==> src/rtl/mult_entry_ctrl_pkg.sv <==
// Shared constants and state encoding for the multiplier operand-entry sequencer.
package mult_ctrl_pkg;

  localparam int STATE_W     = 3;
  localparam int DEF_WIDTH   = 4;
  localparam int DEF_TIMEOUT = 64;

  localparam logic [STATE_W-1:0] S_LOAD_A = 3'd0;
  localparam logic [STATE_W-1:0] S_LOAD_B = 3'd1;
  localparam logic [STATE_W-1:0] S_START  = 3'd2;
  localparam logic [STATE_W-1:0] S_WAIT   = 3'd3;
  localparam logic [STATE_W-1:0] S_SHOW   = 3'd4;

  typedef enum logic [STATE_W-1:0] {
    ST_LOAD_A = S_LOAD_A,
    ST_LOAD_B = S_LOAD_B,
    ST_START  = S_START,
    ST_WAIT   = S_WAIT,
    ST_SHOW   = S_SHOW
  } state_e;

endpackage

==> src/rtl/mult_entry_ctrl_if.sv <==
// Operand/start/done handshake between the entry sequencer and the sequential multiplier.
interface mult_entry_ctrl_if
  import mult_ctrl_pkg::*;
#(
  parameter int WIDTH = DEF_WIDTH
);
  logic [WIDTH-1:0]   mult_a;
  logic [WIDTH-1:0]   mult_b;
  logic               mult_start;
  logic               mult_done;
  logic [2*WIDTH-1:0] mult_product;

  modport master (
    output mult_a,
    output mult_b,
    output mult_start,
    input  mult_done,
    input  mult_product
  );

  modport slave (
    input  mult_a,
    input  mult_b,
    input  mult_start,
    output mult_done,
    output mult_product
  );
endinterface

==> src/rtl/mult_entry_ctrl_btn_edge.sv <==
// Rising-edge detector for a debounced button level; history resets high so a
// button held through reset never produces a press.
module btn_edge (
  input  logic clock,
  input  logic reset_n,
  input  logic level,
  output logic press
);
  logic prev;

  always_ff @(posedge clock or negedge reset_n) begin
    if (!reset_n) prev <= 1'b1;
    else          prev <= level;
  end

  assign press = level & ~prev;
endmodule

==> src/rtl/mult_entry_ctrl.sv <==
// Operand-entry sequencer: captures A then B from switches, starts the multiplier,
// holds the product for display. Optional WAIT timeout under `MULT_TIMEOUT_EN.
module mult_entry_ctrl
  import mult_ctrl_pkg::*;
#(
  parameter int WIDTH   = DEF_WIDTH,
  parameter int TIMEOUT = DEF_TIMEOUT
) (
  input  logic                 clock,
  input  logic                 reset_n,
  input  logic                 btn_next,
  input  logic                 btn_clr,
  input  logic [WIDTH-1:0]     sw,
  mult_entry_ctrl_if.master    mbus,
  output logic [2*WIDTH-1:0]   product,
  output logic                 product_valid,
  output logic                 err,
  output logic [STATE_W-1:0]   state_dbg
);

  if (TIMEOUT < 2) begin : g_bad_timeout
    $error("mult_entry_ctrl: TIMEOUT must be at least 2");
  end

  state_e           state, state_nxt;
  logic             press_next, press_clr;
  logic [WIDTH-1:0] a_q, b_q;
  logic             cap_a, cap_b, take_done, take_timeout, leave_show;
  logic             timeout_hit;

  btn_edge u_edge_next (.clock(clock), .reset_n(reset_n), .level(btn_next), .press(press_next));
  btn_edge u_edge_clr  (.clock(clock), .reset_n(reset_n), .level(btn_clr),  .press(press_clr));

`ifdef MULT_TIMEOUT_EN
  localparam int CNT_W = $clog2(TIMEOUT);
  logic [CNT_W-1:0] cnt;
  logic             err_q;

  assign timeout_hit = (cnt == CNT_W'(TIMEOUT - 1));
  assign err         = err_q;
`else
  assign timeout_hit = 1'b0;
  assign err         = 1'b0;
`endif

  always_ff @(posedge clock or negedge reset_n) begin
    if (!reset_n) state <= ST_LOAD_A;
    else          state <= state_nxt;
  end

  // Clear has priority over every other event, including done and timeout.
  always_comb begin
    state_nxt    = state;
    cap_a        = 1'b0;
    cap_b        = 1'b0;
    take_done    = 1'b0;
    take_timeout = 1'b0;
    leave_show   = 1'b0;
    if (press_clr) begin
      state_nxt = ST_LOAD_A;
    end else begin
      case (state)
        ST_LOAD_A: if (press_next) begin
          cap_a     = 1'b1;
          state_nxt = ST_LOAD_B;
        end
        ST_LOAD_B: if (press_next) begin
          cap_b     = 1'b1;
          state_nxt = ST_START;
        end
        ST_START:  state_nxt = ST_WAIT;
        ST_WAIT: begin
          if (mbus.mult_done) begin
            take_done = 1'b1;
            state_nxt = ST_SHOW;
          end else if (timeout_hit) begin
            take_timeout = 1'b1;
            state_nxt    = ST_SHOW;
          end
        end
        ST_SHOW: if (press_next) begin
          leave_show = 1'b1;
          state_nxt  = ST_LOAD_A;
        end
        default:   state_nxt = ST_LOAD_A;
      endcase
    end
  end

  always_ff @(posedge clock or negedge reset_n) begin
    if (!reset_n) begin
      a_q           <= '0;
      b_q           <= '0;
      product       <= '0;
      product_valid <= 1'b0;
`ifdef MULT_TIMEOUT_EN
      err_q         <= 1'b0;
      cnt           <= '0;
`endif
    end else if (press_clr) begin
      a_q           <= '0;
      b_q           <= '0;
      product       <= '0;
      product_valid <= 1'b0;
`ifdef MULT_TIMEOUT_EN
      err_q         <= 1'b0;
      cnt           <= '0;
`endif
    end else begin
      if (cap_a) a_q <= sw;
      if (cap_b) b_q <= sw;
      if (take_done) begin
        product       <= mbus.mult_product;
        product_valid <= 1'b1;
      end
      if (leave_show) product_valid <= 1'b0;
`ifdef MULT_TIMEOUT_EN
      if (take_timeout) begin
        err_q         <= 1'b1;
        product       <= '0;
        product_valid <= 1'b0;
      end
      if (leave_show) err_q <= 1'b0;
      // Counter restarts on the START->WAIT transition so each wait gets a full budget.
      if (state == ST_START)     cnt <= '0;
      else if (state == ST_WAIT) cnt <= cnt + CNT_W'(1);
`else
      if (take_timeout) product_valid <= 1'b0;
`endif
    end
  end

  assign mbus.mult_a     = a_q;
  assign mbus.mult_b     = b_q;
  assign mbus.mult_start = (state == ST_START);
  assign state_dbg       = state;

endmodule
==> src/flat_wrapper.sv <==
// flat-port wrapper written by rule: the top's interface ports become plain ports
module mult_entry_ctrl_flat import mult_ctrl_pkg::*;
#(
  parameter int WIDTH   = DEF_WIDTH,
  parameter int TIMEOUT = DEF_TIMEOUT
)
  (clock, reset_n, btn_next, btn_clr, sw, product, product_valid, err, state_dbg, mbus_mult_a, mbus_mult_b, mbus_mult_start, mbus_mult_done, mbus_mult_product);
  mult_entry_ctrl_if #(.WIDTH(WIDTH)) mbus_i ();
  input  logic clock;
  input  logic reset_n;
  input  logic btn_next;
  input  logic btn_clr;
  input  logic [WIDTH-1:0] sw;
  output logic [2*WIDTH-1:0] product;
  output logic product_valid;
  output logic err;
  output logic [STATE_W-1:0] state_dbg;
  output wire logic [$bits(mbus_i.mult_a)-1:0] mbus_mult_a;
  output wire logic [$bits(mbus_i.mult_b)-1:0] mbus_mult_b;
  output wire logic [$bits(mbus_i.mult_start)-1:0] mbus_mult_start;
  input wire logic [$bits(mbus_i.mult_done)-1:0] mbus_mult_done;
  input wire logic [$bits(mbus_i.mult_product)-1:0] mbus_mult_product;
  assign mbus_mult_a = mbus_i.mult_a;
  assign mbus_mult_b = mbus_i.mult_b;
  assign mbus_mult_start = mbus_i.mult_start;
  assign mbus_i.mult_done = mbus_mult_done;
  assign mbus_i.mult_product = mbus_mult_product;
  mult_entry_ctrl #(.WIDTH(WIDTH), .TIMEOUT(TIMEOUT)) u_core (.clock(clock), .reset_n(reset_n), .btn_next(btn_next), .btn_clr(btn_clr), .sw(sw), .mbus(mbus_i), .product(product), .product_valid(product_valid), .err(err), .state_dbg(state_dbg));
endmodule
==> config.mk <==
export PLATFORM = sky130hd
export DESIGN_NAME = mult_entry_ctrl_flat
export DESIGN_NICKNAME = d
export VERILOG_FILES = /design/src/rtl/mult_entry_ctrl_pkg.sv /design/src/rtl/mult_entry_ctrl_if.sv /design/src/rtl/mult_entry_ctrl_btn_edge.sv /design/src/rtl/mult_entry_ctrl.sv /design/src/flat_wrapper.sv
export SDC_FILE = /design/constraint.sdc
export NUM_CORES = 1
export LEC_CHECK = 0
export ABC_AREA = 1
export BUFFER_PORTS_ARGS = -buffer_cell sky130_fd_sc_hd__buf_2
export CORE_AREA = 2 2 53 80
export DETAILED_ROUTE_END_ITERATION = 16
export DIE_AREA = 0 0 55 82
export PLACE_DENSITY_LB_ADDON = 0.08
export SLEW_MARGIN = 20
export SYNTH_ARGS = -nofsm -noshare
export SYNTH_HDL_FRONTEND = slang
export SYNTH_SLANG_ARGS = --single-unit
==> constraint.sdc <==
create_clock -name clock -period 1.35 [get_ports clock]
set_input_delay 0.405 -clock clock [delete_from_list [all_inputs] [get_ports clock]]
set_output_delay 0.405 -clock clock [all_outputs]
set_load 0.05 [all_outputs]
**After elaboration in Yosys (flattened, before gate mapping)**

Cells that the tools add are included.

- Register bits: 22
- Bits of input ports: 17
- Output and inout bits: 22
- Logic and storage cells: 50

- Eq/ne operators: 8
- Multiplexer cells: 25
- Bitwise operators: 4
- Reduce and logical (&&, ||, !) cells: 6

Operators with widths:

| operator | number |
|---|---|
| $mux 4 | 4 |
| $mux 8 | 2 |
| $mux 3 | 5 |
| $pmux 3 s5 | 1 |
| $mux 1 | 13 |
| $ne 3x1->1 const B | 3 |
| $eq 3x2->1 const B | 2 |
| $reduce_bool 2->1 | 3 |
| $reduce_and 4->1 | 1 |
| $eq 3x1->1 const B | 1 |
| $eq 3x3->1 const B | 1 |
| $logic_not 3->1 | 1 |
| $ne 3x2->1 const B | 1 |
| $reduce_bool 3->1 | 1 |
| $and 1x1->1 | 2 |
| $not 1->1 | 2 |

**Longest topological paths before layout**

Gate-level depths: netlist of the first run.

- Depth after elaboration: 7
- Depth in mapped cells: 8
- Depth with buffers taken out: 8

**Modules after synthesis**

From an unflattened synthesis of the first run, not the netlist that was laid out.

- Cells, all modules: 108
- Area total of the unflattened synthesis: 950.9 µm²

By module, submodules not included:

| module | times used | cells an instance | area an instance (µm²) | seq. area each (µm²) |
|---|---|---|---|---|
| mult_entry_ctrl | 1 | 102 | 878.3 | 500.5 |
| btn_edge | 2 | 3 | 36.3 | 26.3 |

**Worst setup path after synthesis of the first run**

No wires, ideal clock.

- Path type: reg-to-output
- Start point: register u_core.state[0] (netlist: u_core.state_dbg[0])
- End point: output port mbus_mult_start
- Arrival time: 1.222 ns
- Required time: 0.945 ns
- Path slack: -0.277 ns
- Cell stages (with the launch flop): 4
- Buffers on the path: 0
- Path through: dfrtp_1 nor2_1 nand2_1 inv_1

- Longest elaborated chain between the ends: 1

Ends and longest elaborated chain:

| item | line | source |
|---|---|---|
| start: declaration | mult_entry_ctrl.sv:25 | `state_e state, state_nxt;` |
| start signal: assignment | mult_entry_ctrl.sv:48 | `else state <= state_nxt;` |
| $eq 3x2->1 | mult_entry_ctrl.sv:135 | `assign mbus.mult_start = (state == ST_START);` |
| end: declaration | flat_wrapper.sv:20 | `output wire logic [$bits(mbus_i.mult_start)-1:0] mbus_mult_start;` |

Every way passes these cells.

**Worst setup path in the final report of the first run**

Ends and elaborated chain as after synthesis.

==> results of run 1 <==
-- flip-flops by register name, indices dropped and copies added, names as in the netlist --
signal,flops
u_core.mbus.mult_a,4
u_core.u_edge_clr.prev,1
u_core.u_edge_next.prev,1
u_core.product_valid,1
u_core.product,8
u_core.state_dbg,3
u_core.mbus.mult_b,4
-- critical path, cell delays in order, from the launching register on --
cell,delay (ns)
dfrtp_2,0.43
nor2_4,0.12
nand2_2,0.08
clkinvlp_4,0.08
buf_8,0.14
-- cell usage in the layout, fill, tap and decap left out, drive strengths merged, types with 2 or more instances in the layout --
cell type and count:
dfrtp 20, clkbuf 4, nand2 23, nor2 10, nand3 15, a21oi 2, dfstp 2, o21ai 20
buf 47, inv 29
-- per-layer routing --
metal | wire length, um | GRT usage [%] | vias to the layer above
met1 | 1090 | 15.0 | 419
met5 | 0 | 0 | -
met4 | 26 | 5.85 | 0
met2 | 1350 | 22.3 | 29
li1 | - | - | 497
met3 | 157 | 1.82 | 2
-- power breakdown --
group	internal, uW	switching (uW)	leakage [uW]
Clock	396	223	0.0000357
Combinational	482	1120	0.000513
Sequential	830	101	0.000272
Total	1710	1440	0.000821
-- kinds of logic after synthesis --
kind of cell / Yosys count / synth area share, %
simple gates: 50 / 21.5
buf+inv: 33 / 13.1
compound gates: 22 / 12.9
flops: 22 / 52.2
other cells: 1 / 0.354
-- worst max-delay path by stage --
stage	from	cells after the start	slack (ns)	endpoint
3_3_place_gp	u_core.state_dbg[2]$_DFFE_PN0P_	4	0.02	mbus_mult_start
4_1_cts	u_core.state_dbg[0]$_DFFE_PN0P_	4	-0.16	mbus_mult_start
6_report	u_core.state_dbg[0]$_DFFE_PN0P_	4	-0.15	mbus_mult_start
2_1_floorplan	u_core.state_dbg[2]$_DFFE_PN0P_	3	-0.03	mbus_mult_start
5_1_grt	u_core.state_dbg[0]$_DFFE_PN0P_	4	-0.20	mbus_mult_start
3_5_place_dp	u_core.state_dbg[2]$_DFFE_PN0P_	4	0.01	mbus_mult_start
-- what timing repair did --
| action | in CTS | in global routing |
|---|---|---|
| setup endpoints to repair | 4 | 18 |
| setup buffers | 2 | 3 |
| pin swaps | 1 | 3 |
| gates cloned | 0 | 1 |
| endpoints found under the hold margin | 0 | 0 |
| resized for setup | 8 | 25 |
-- layout make-up --
| cell class | count | area share, % |
|---|---|---|
| Clock inverter | 1 | 1.90 |
| Clock buffer | 3 | 2.62 |
| Tap cell | 45 | 3.57 |
| Inverter | 30 | 7.53 |
| Timing Repair Buffer | 48 | 20.5 |
| Sequential cell | 22 | 35.3 |
| Multi-Input combinational cell | 73 | 28.6 |
-- stage by stage --
| stage | std cells | hold WS [ns] | power, uW | util, % | setup WS [ns] |
|---|---|---|---|---|---|
| floorplan | 128 | 0.109 | 1960 | - | -0.0281 |
| global placement | 212 | 0.407 | 2290 | 34.7 | 0.0224 |
| detailed placement | 212 | 0.415 | 2300 | 34.7 | 0.0115 |
| CTS | 218 | 0.122 | 3020 | 37.7 | -0.157 |
| global route | 222 | 0.125 | 3370 | 40.9 | -0.197 |
| finish | 222 | 0.104 | 3150 | 40.9 | -0.152 |
==> flow_metrics.env, run 1 <==
export IMPL_worstSetupPathType="reg2out"
export IMPL_gp_congestion=0.813
export IMPL_setup_ws_ns=-0.152
export IMPL_r2r_end="u_core.product[6]$_DFFE_PN0P_"
export IMPL_ys_seq_area_share_pct=52.2
export IMPL_antenna_found_initial=0
export IMPL_synth_most_common_cell="inv_1"
export IMPL_reg2reg_from="u_core.state_dbg[2]$_DFFE_PN0P_"
export IMPL_drt_iter0_drc=16
export IMPL_fillCellCount=407
export IMPL_overflow=0
export IMPL_synth_top_area_share_pct=47.2
export IMPL_clock_sinks=22
export IMPL_floorplan_initialDensity_pct=27.5
export IMPL_leakage_uw=0.000821
export IMPL_vias=947
export IMPL_period_share_pct=111
export IMPL_grt_pass1_wl_um=4220
export IMPL_fin_skew_ns=0.00267
export IMPL_core_sq_mm=0.00385
export IMPL_detailed_place_hpwl_um=1800
export IMPL_synth_area_per_cell_sq_um=8.28
export IMPL_n_antenna_cell=0
export IMPL_postRouteAntennaNets=0
export IMPL_nets=195
export IMPL_cap_violations=0
export IMPL_rsz0062_at_grt="yes"
export IMPL_worst_pin_slew_ns=0.511
export IMPL_violations="setup timing"
export IMPL_io_buffer_count=37
export IMPL_cts_tree="built"
export IMPL_drive_gt1_share_pct=45.2
export IMPL_async_reset_ff_share_pct=100
export IMPL_cts_buffers=3
export IMPL_ys_flop_type="dfrtp_1"
export IMPL_regToRegSetupSlack_ns=-0.13
export IMPL_multiInputGateArea_sq_um=452
export IMPL_hold_viol=0
export IMPL_boundaryPins=39
export IMPL_hold_path_class="in2async"
export IMPL_via_per_inst=4.27
export IMPL_design_area_sq_mm=0.00158
export IMPL_rows=28
export IMPL_clockRootBuffer="clkbuf_8"
export IMPL_synth_area_sq_mm=0.00106
export IMPL_grt_total_usage_pct=12.8
export IMPL_netlist_top_cells_area="dfrtp_1 (47%), inv_1 (11%), nand2_1 (7.8%)"
export IMPL_clkLatencyLatePin_ns=0.26
export IMPL_drc=0
export IMPL_htreeDepth=1
export IMPL_syn_inst=128
export IMPL_setup_violations_final=11
export IMPL_routedWlPerCell_um=11.8
export IMPL_tns_ns=-1.04
export IMPL_cts_path_max_buffers=2
export IMPL_cp_arrival_ns=1.10
export IMPL_worst_ep_required_time_ns=0.95
export IMPL_firstDrtPassIters=4
export IMPL_placed_area_sq_mm=0.00134
export IMPL_grt_pass1_vias=940
export IMPL_endpoint_kind="output port"
export IMPL_ys_types=17
export IMPL_holdBufCountCts=0
export IMPL_timing_fmax_ghz=0.666
export IMPL_ys_seq_elements=22
export IMPL_die_w_um=55
export IMPL_yosys_warnings=0
export IMPL_seq_area_sq_um=557
export IMPL_outcome="finished with violations"
export IMPL_drt_wl_total_um=2620
export IMPL_clkTransAtPathRegs_ns=0.08
export IMPL_drv_slew=0
export IMPL_die_h_um=82
export IMPL_syn_nets=145
export IMPL_syn_to_final_growth_pct=48.9
export IMPL_slew_headroom_pct=65.9
export IMPL_layout_min_cycle_time_ns=1.50
export IMPL_r2r_cells=8
export IMPL_peakVddDrop_mv=1.55
export IMPL_synth_common_cells="inv_1 (30), nand2_1 (22), dfrtp_1 (20)"
export IMPL_grt_max_degree=23
export IMPL_synth_edf_count=0
export IMPL_path_max_fanout=2
export IMPL_power_density_mw_per_mm2=2000
export IMPL_dieArea_sq_mm=0.00451
export IMPL_yosys_area_top_type="dfrtp_1"
export IMPL_cp_start_kind="flop"
Note: power is estimated with default switching activity, not from simulation.
==> run 2: changes to the inputs <==
CORE_AREA = 2 2 64 66   (was 2 2 53 80)
DIE_AREA = 0 0 66 68   (was 0 0 55 82)
==> flow_metrics.env, run 2 (same netlist as run 1, synthesis figures left out) <==
export IMPL_outcome="finished with violations"
export IMPL_violations="setup timing"
export IMPL_gp_congestion=0.762
export IMPL_grt_total_usage_pct=11.3
export IMPL_path_max_fanout=2
export IMPL_cp_start_kind="flop"
export IMPL_clkTransAtPathRegs_ns=0.08
export IMPL_clock_sinks=22
export IMPL_core_sq_mm=0.00386
export IMPL_power_density_mw_per_mm2=1930
export IMPL_rsz0062_at_grt="yes"
export IMPL_boundaryPins=39
export IMPL_floorplan_initialDensity_pct=27.5
export IMPL_hold_viol=0
export IMPL_highest_layer="met4"
export IMPL_power_frac_seq_pct=32.5
export IMPL_regMostFlops="u_core.product"
export IMPL_worstSetupPathType="reg2out"
export IMPL_detailed_place_hpwl_um=1810
export IMPL_overflow=0
export IMPL_grt_max_degree=23
export IMPL_worst_pin_slew_ns=0.515
export IMPL_seq_area_sq_um=557
export IMPL_period_share_pct=110
export IMPL_grt_pass1_wl_um=3880
export IMPL_wl_met2_um=1080
export IMPL_die_h_um=68
export IMPL_cap_violations=0
export IMPL_slew_headroom_pct=65.6
export IMPL_postRouteAntennaNets=0
export IMPL_routedWlPerCell_um=10.8
export IMPL_slowest_delay_ns=0.43
export IMPL_setup_ws_ns=-0.136
export IMPL_share_comb_of_total_power_pct=53.2
export IMPL_final_cell_mix="buf_2 (33), inv_1 (28), nand2_1 (20)"
export IMPL_nets=193
export IMPL_leakage_uw=0.000777
export IMPL_hold_path_class="in2async"
export IMPL_peakVddDrop_mv=0.834
export IMPL_antenna_found_initial=0
export IMPL_regToRegSetupSlack_ns=0.10
export IMPL_timing_fmax_ghz=0.673
export IMPL_io_buffer_count=37
export IMPL_layout_min_cycle_time_ns=1.49
export IMPL_tns_ns=-0.290
export IMPL_largest_reg_flops=8
export IMPL_firstDrtPassIters=4
export IMPL_cp_arrival_ns=1.08
export IMPL_setup_violations_final=4
export IMPL_vias=940
export IMPL_die_w_um=66
export IMPL_holdBufCountCts=0
export IMPL_via_per_inst=4.18
export IMPL_worst_ep_required_time_ns=0.95
export IMPL_cts_path_max_buffers=2
export IMPL_p_total_uw=2850
export IMPL_endpoint_kind="output port"
export IMPL_final_common_cell="buf_2"
export IMPL_drv_slew=0
export IMPL_cp_slowest_cell="dfrtp_2"
export IMPL_wl_met3_um=138
export IMPL_grt_pass1_vias=828
export IMPL_clkLatencyLatePin_ns=0.25
export IMPL_cts_buffers=3
export IMPL_crit_path_cell_trace="nor2_4 -> nand2_2 -> clkinvlp_4 -> buf_8"
export IMPL_drt_iter0_drc=39
export IMPL_fillCellCount=421
export IMPL_n_antenna_cell=0
export IMPL_syn_to_final_growth_pct=39.2
export IMPL_cts_tree="built"
export IMPL_wl_met1_um=1180
export IMPL_rows=23
export IMPL_drive_gt1_share_pct=38.9
export IMPL_multiInputGateArea_sq_um=400
export IMPL_drt_wl_total_um=2420
export IMPL_dieArea_sq_mm=0.00449
export IMPL_htreeDepth=1
export IMPL_sw_frac_of_total_pct=47.7
export IMPL_fin_skew_ns=0.00629
export IMPL_clockRootBuffer="clkbuf_8"
export IMPL_switchingPower_uw=1360
export IMPL_clockPowerShare_pct=14.2
export IMPL_intPower_uw=1490
export IMPL_drc=0
run 2: final timing paths:
| check | to | cells after the start | start |
|---|---|---|---|
| max reg2reg | u_core.state_dbg[0]$_DFFE_PN0P_ | 7 | u_core.state_dbg[0]$_DFFE_PN0P_ |
| max in group asynchronous | u_core.state_dbg[1]$_DFFE_PN0P_ | 1 | reset_n |
| min in group clock | u_core.u_edge_next.prev$_DFF_PN1_ | 1 | btn_next |
| max | mbus_mult_start | 4 | u_core.state_dbg[0]$_DFFE_PN0P_ |
| min | u_core.product[3]$_DFFE_PN0P_ | 1 | reset_n |
| min reg2reg | u_core.product_valid$_DFFE_PN0P_ | 2 | u_core.product_valid$_DFFE_PN0P_ |
run 2: power groups by stage:
stage / Combinational (uW) / Sequential (uW) / Clock [uW]
floorplan: 429 / 1530 / 0
finish: 1520 / 928 / 406
detailed placement: 1360 / 939 / 0
global placement: 1360 / 933 / 0
CTS: 1460 / 933 / 434
global route: 1630 / 953 / 465
run 2: routing by layer:
metal  track usage (%)  vias up
met5                 0        -
met4              3.83        0
met3              1.64        2
met2              17.3       21
met1              16.3      430
li1                  -      487
run 2: critical path: cells and delay by family (launching register included):
family / cells / cell delay [ns]
simple gates: 2 / 0.19
flops: 1 / 0.43
buf+inv: 2 / 0.20
run 2: per-stage QoR:
step	instance area (sq um)	util, %	cells	hold WS, ns	worst slack (ns)
floorplan	1070	-	128	0.109	-0.0281
global placement	1340	34.8	217	0.411	0.0268
detailed placement	1340	34.8	217	0.412	-0.00160
CTS	1430	37.1	223	0.133	-0.146
global route	1480	38.3	225	0.153	-0.192
finish	1480	38.3	225	0.114	-0.136
run 2: repair_timing:
item / CTS / global route
setup buffers: 2 / 2
pin swaps: 1 / 0
gates resized for setup: 8 / 8
setup endpoints to repair: 4 / 13
run 2: area by class of cell:
type | instances | area share, %
clock buffer | 4 | 3.05
inverter | 30 | 7.89
multi-input combinational | 73 | 27.1
sequential | 22 | 37.7
tap | 50 | 4.24
timing repair buffer | 46 | 19.9
==> run 3: changes to the inputs <==
RECOVER_POWER = 100   (was default)
SLEW_MARGIN = default   (was 20)
==> flow_metrics.env, run 3 (same netlist as run 1, synthesis figures left out) <==
export IMPL_leakage_uw=0.000758
export IMPL_whs_ns=0.128
export IMPL_setup_ws_ns=-0.139
export IMPL_p_total_uw=2840
export IMPL_floorplan_initialDensity_pct=27.5
export IMPL_peakVddDrop_mv=0.833
export IMPL_hold_viol=0
export IMPL_routedWlPerCell_um=10.6
export IMPL_fillCellCount=426
export IMPL_drc=0
export IMPL_path_max_fanout=2
export IMPL_via_per_inst=4.16
export IMPL_share_comb_of_total_power_pct=52.8
export IMPL_clock_sinks=22
export IMPL_final_core_util_pct=37.7
export IMPL_cp_slowest_cell="dfrtp_2"
export IMPL_drive_gt1_share_pct=36.6
export IMPL_clkTransAtPathRegs_ns=0.08
export IMPL_die_h_um=68
export IMPL_rows=23
export IMPL_fin_skew_ns=0.00639
export IMPL_io_buffer_count=37
export IMPL_overflow=0
export IMPL_boundaryPins=39
export IMPL_drt_wl_total_um=2390
export IMPL_cp_start_kind="flop"
export IMPL_worst_ep_required_time_ns=0.95
export IMPL_final_cell_mix="inv_1 (28), nand2_1 (20), buf_2 (17), dfrtp_1 (17), o21ai_0 (15)"
export IMPL_clockPowerShare_pct=14.3
export IMPL_worstPathBufferInverterCount=2
export IMPL_vias=936
export IMPL_postRouteAntennaNets=0
export IMPL_grt_max_degree=23
export IMPL_clockRootBuffer="clkbuf_8"
export IMPL_stdcell_count=225
export IMPL_firstDrtPassIters=4
export IMPL_grt_pass1_vias=828
export IMPL_power_density_mw_per_mm2=1960
export IMPL_outcome="finished with violations"
export IMPL_regMostFlops="u_core.product"
export IMPL_grt_pass1_wl_um=3880
export IMPL_grt_total_usage_pct=11.3
export IMPL_die_w_um=66
export IMPL_antenna_found_initial=0
export IMPL_switchingPower_uw=1360
export IMPL_final_common_cell="inv_1"
export IMPL_nets=193
export IMPL_worst_pin_slew_ns=0.569
export IMPL_slowest_delay_ns=0.43
export IMPL_worstSetupPathType="reg2out"
export IMPL_timing_fmax_ghz=0.672
export IMPL_slew_headroom_pct=62.0
export IMPL_violations="setup timing"
export IMPL_htreeDepth=1
export IMPL_drv_slew=0
export IMPL_cap_violations=0
export IMPL_cts_path_max_buffers=2
export IMPL_dieArea_sq_mm=0.00449
export IMPL_layout_min_cycle_time_ns=1.49
export IMPL_gp_congestion=0.762
export IMPL_endpoint_kind="output port"
export IMPL_intPower_uw=1480
export IMPL_drt_iter0_drc=38
export IMPL_cts_buffers=3
export IMPL_critPathTopFamily="flip-flops"
export IMPL_pre_cts_ws_ns=-0.00160
export IMPL_power_frac_seq_pct=32.9
export IMPL_dp_cells=217
export IMPL_crit_path_cell_trace="nor2_4 -> nand2_2 -> clkinvlp_4 -> buf_8"
export IMPL_largest_reg_flops=8
export IMPL_setup_violations_final=4
export IMPL_sw_frac_of_total_pct=47.8
export IMPL_cp_arrival_ns=1.08
export IMPL_clkLatencyLatePin_ns=0.25
export IMPL_core_sq_mm=0.00386
export IMPL_rsz0062_at_grt="yes"
export IMPL_period_share_pct=110
export IMPL_cts_tree="built"
export IMPL_r2r_cells=6
export IMPL_worst_path_stages=4
export IMPL_syn_to_final_growth_pct=37.1
export IMPL_detailed_place_hpwl_um=1810
export IMPL_hold_path_class="in2async"
export IMPL_n_antenna_cell=0
-- run 3: changes by cell type in the layout (fill, tap and decap cells not counted) --
cell / before / now
clkbuf_1: 1 / 4
o21ai_1: 0 / 1
o21ai_4: 3 / 2
nand2_2: 2 / 3
buf_4: 8 / 7
buf_2: 33 / 17
clkbuf_2: 0 / 14
nand2_4: 1 / 0
-- run 3: timing repair --
item | 4_1_cts | 5_1_grt
hold buffers | 0 | 0
resized for setup | 8 | 8
pin swaps | 1 | 0
setup endpoints to repair | 4 | 13
setup buffers | 2 | 2
-- run 3: final cells by class --
class	instances	area, sq um	share of cell area, %
sequential	22	557	38.3
tap	50	62.6	4.31
timing repair buffer	46	288	19.8
multi-input combinational	73	384	26.4
inverter	30	116	8.01
clock buffer	4	45.0	3.10
-- run 3: per-stage QoR --
step	instance area [sq um]	TNS, ns
after floorplan	1070	-0.0281
after global placement	1340	0
after detailed placement	1340	-0.00160
after CTS	1430	-0.311
after global routing	1450	-0.896
final	1450	-0.296
-- run 3: power by group through the flow --
| stage | sequential (uW) | clock, uW | combinational (uW) |
|---|---|---|---|
| after global placement | 933 | 0 | 1360 |
| after global routing | 957 | 465 | 1610 |
| after detailed placement | 939 | 0 | 1360 |
| after CTS | 933 | 434 | 1460 |
| final | 934 | 406 | 1500 |
| after floorplan | 1530 | 0 | 429 |
-- run 3: per-layer routing --
layer / wire, um / vias up / track usage [%]
met4: 20 / 0 / 3.83
li1: - / 487 / -
met1: 1170 / 426 / 16.3
met2: 1070 / 21 / 17.3
met5: 0 / - / 0
met3: 134 / 2 / 1.64
-- run 3: final timing paths --
path,start,endpoint,slack [ns]
max reg2reg,u_core.u_edge_clr.prev$_DFF_PN1_,u_core.product[0]$_DFFE_PN0P_,0.03
max,u_core.state_dbg[0]$_DFFE_PN0P_,mbus_mult_start,-0.14
min in group clock,btn_clr,u_core.u_edge_clr.prev$_DFF_PN1_,0.25
min,reset_n,u_core.product[3]$_DFFE_PN0P_,0.13
max in group asynchronous,reset_n,u_core.state_dbg[2]$_DFFE_PN0P_,0.81
min reg2reg,u_core.product_valid$_DFFE_PN0P_,u_core.product_valid$_DFFE_PN0P_,0.52
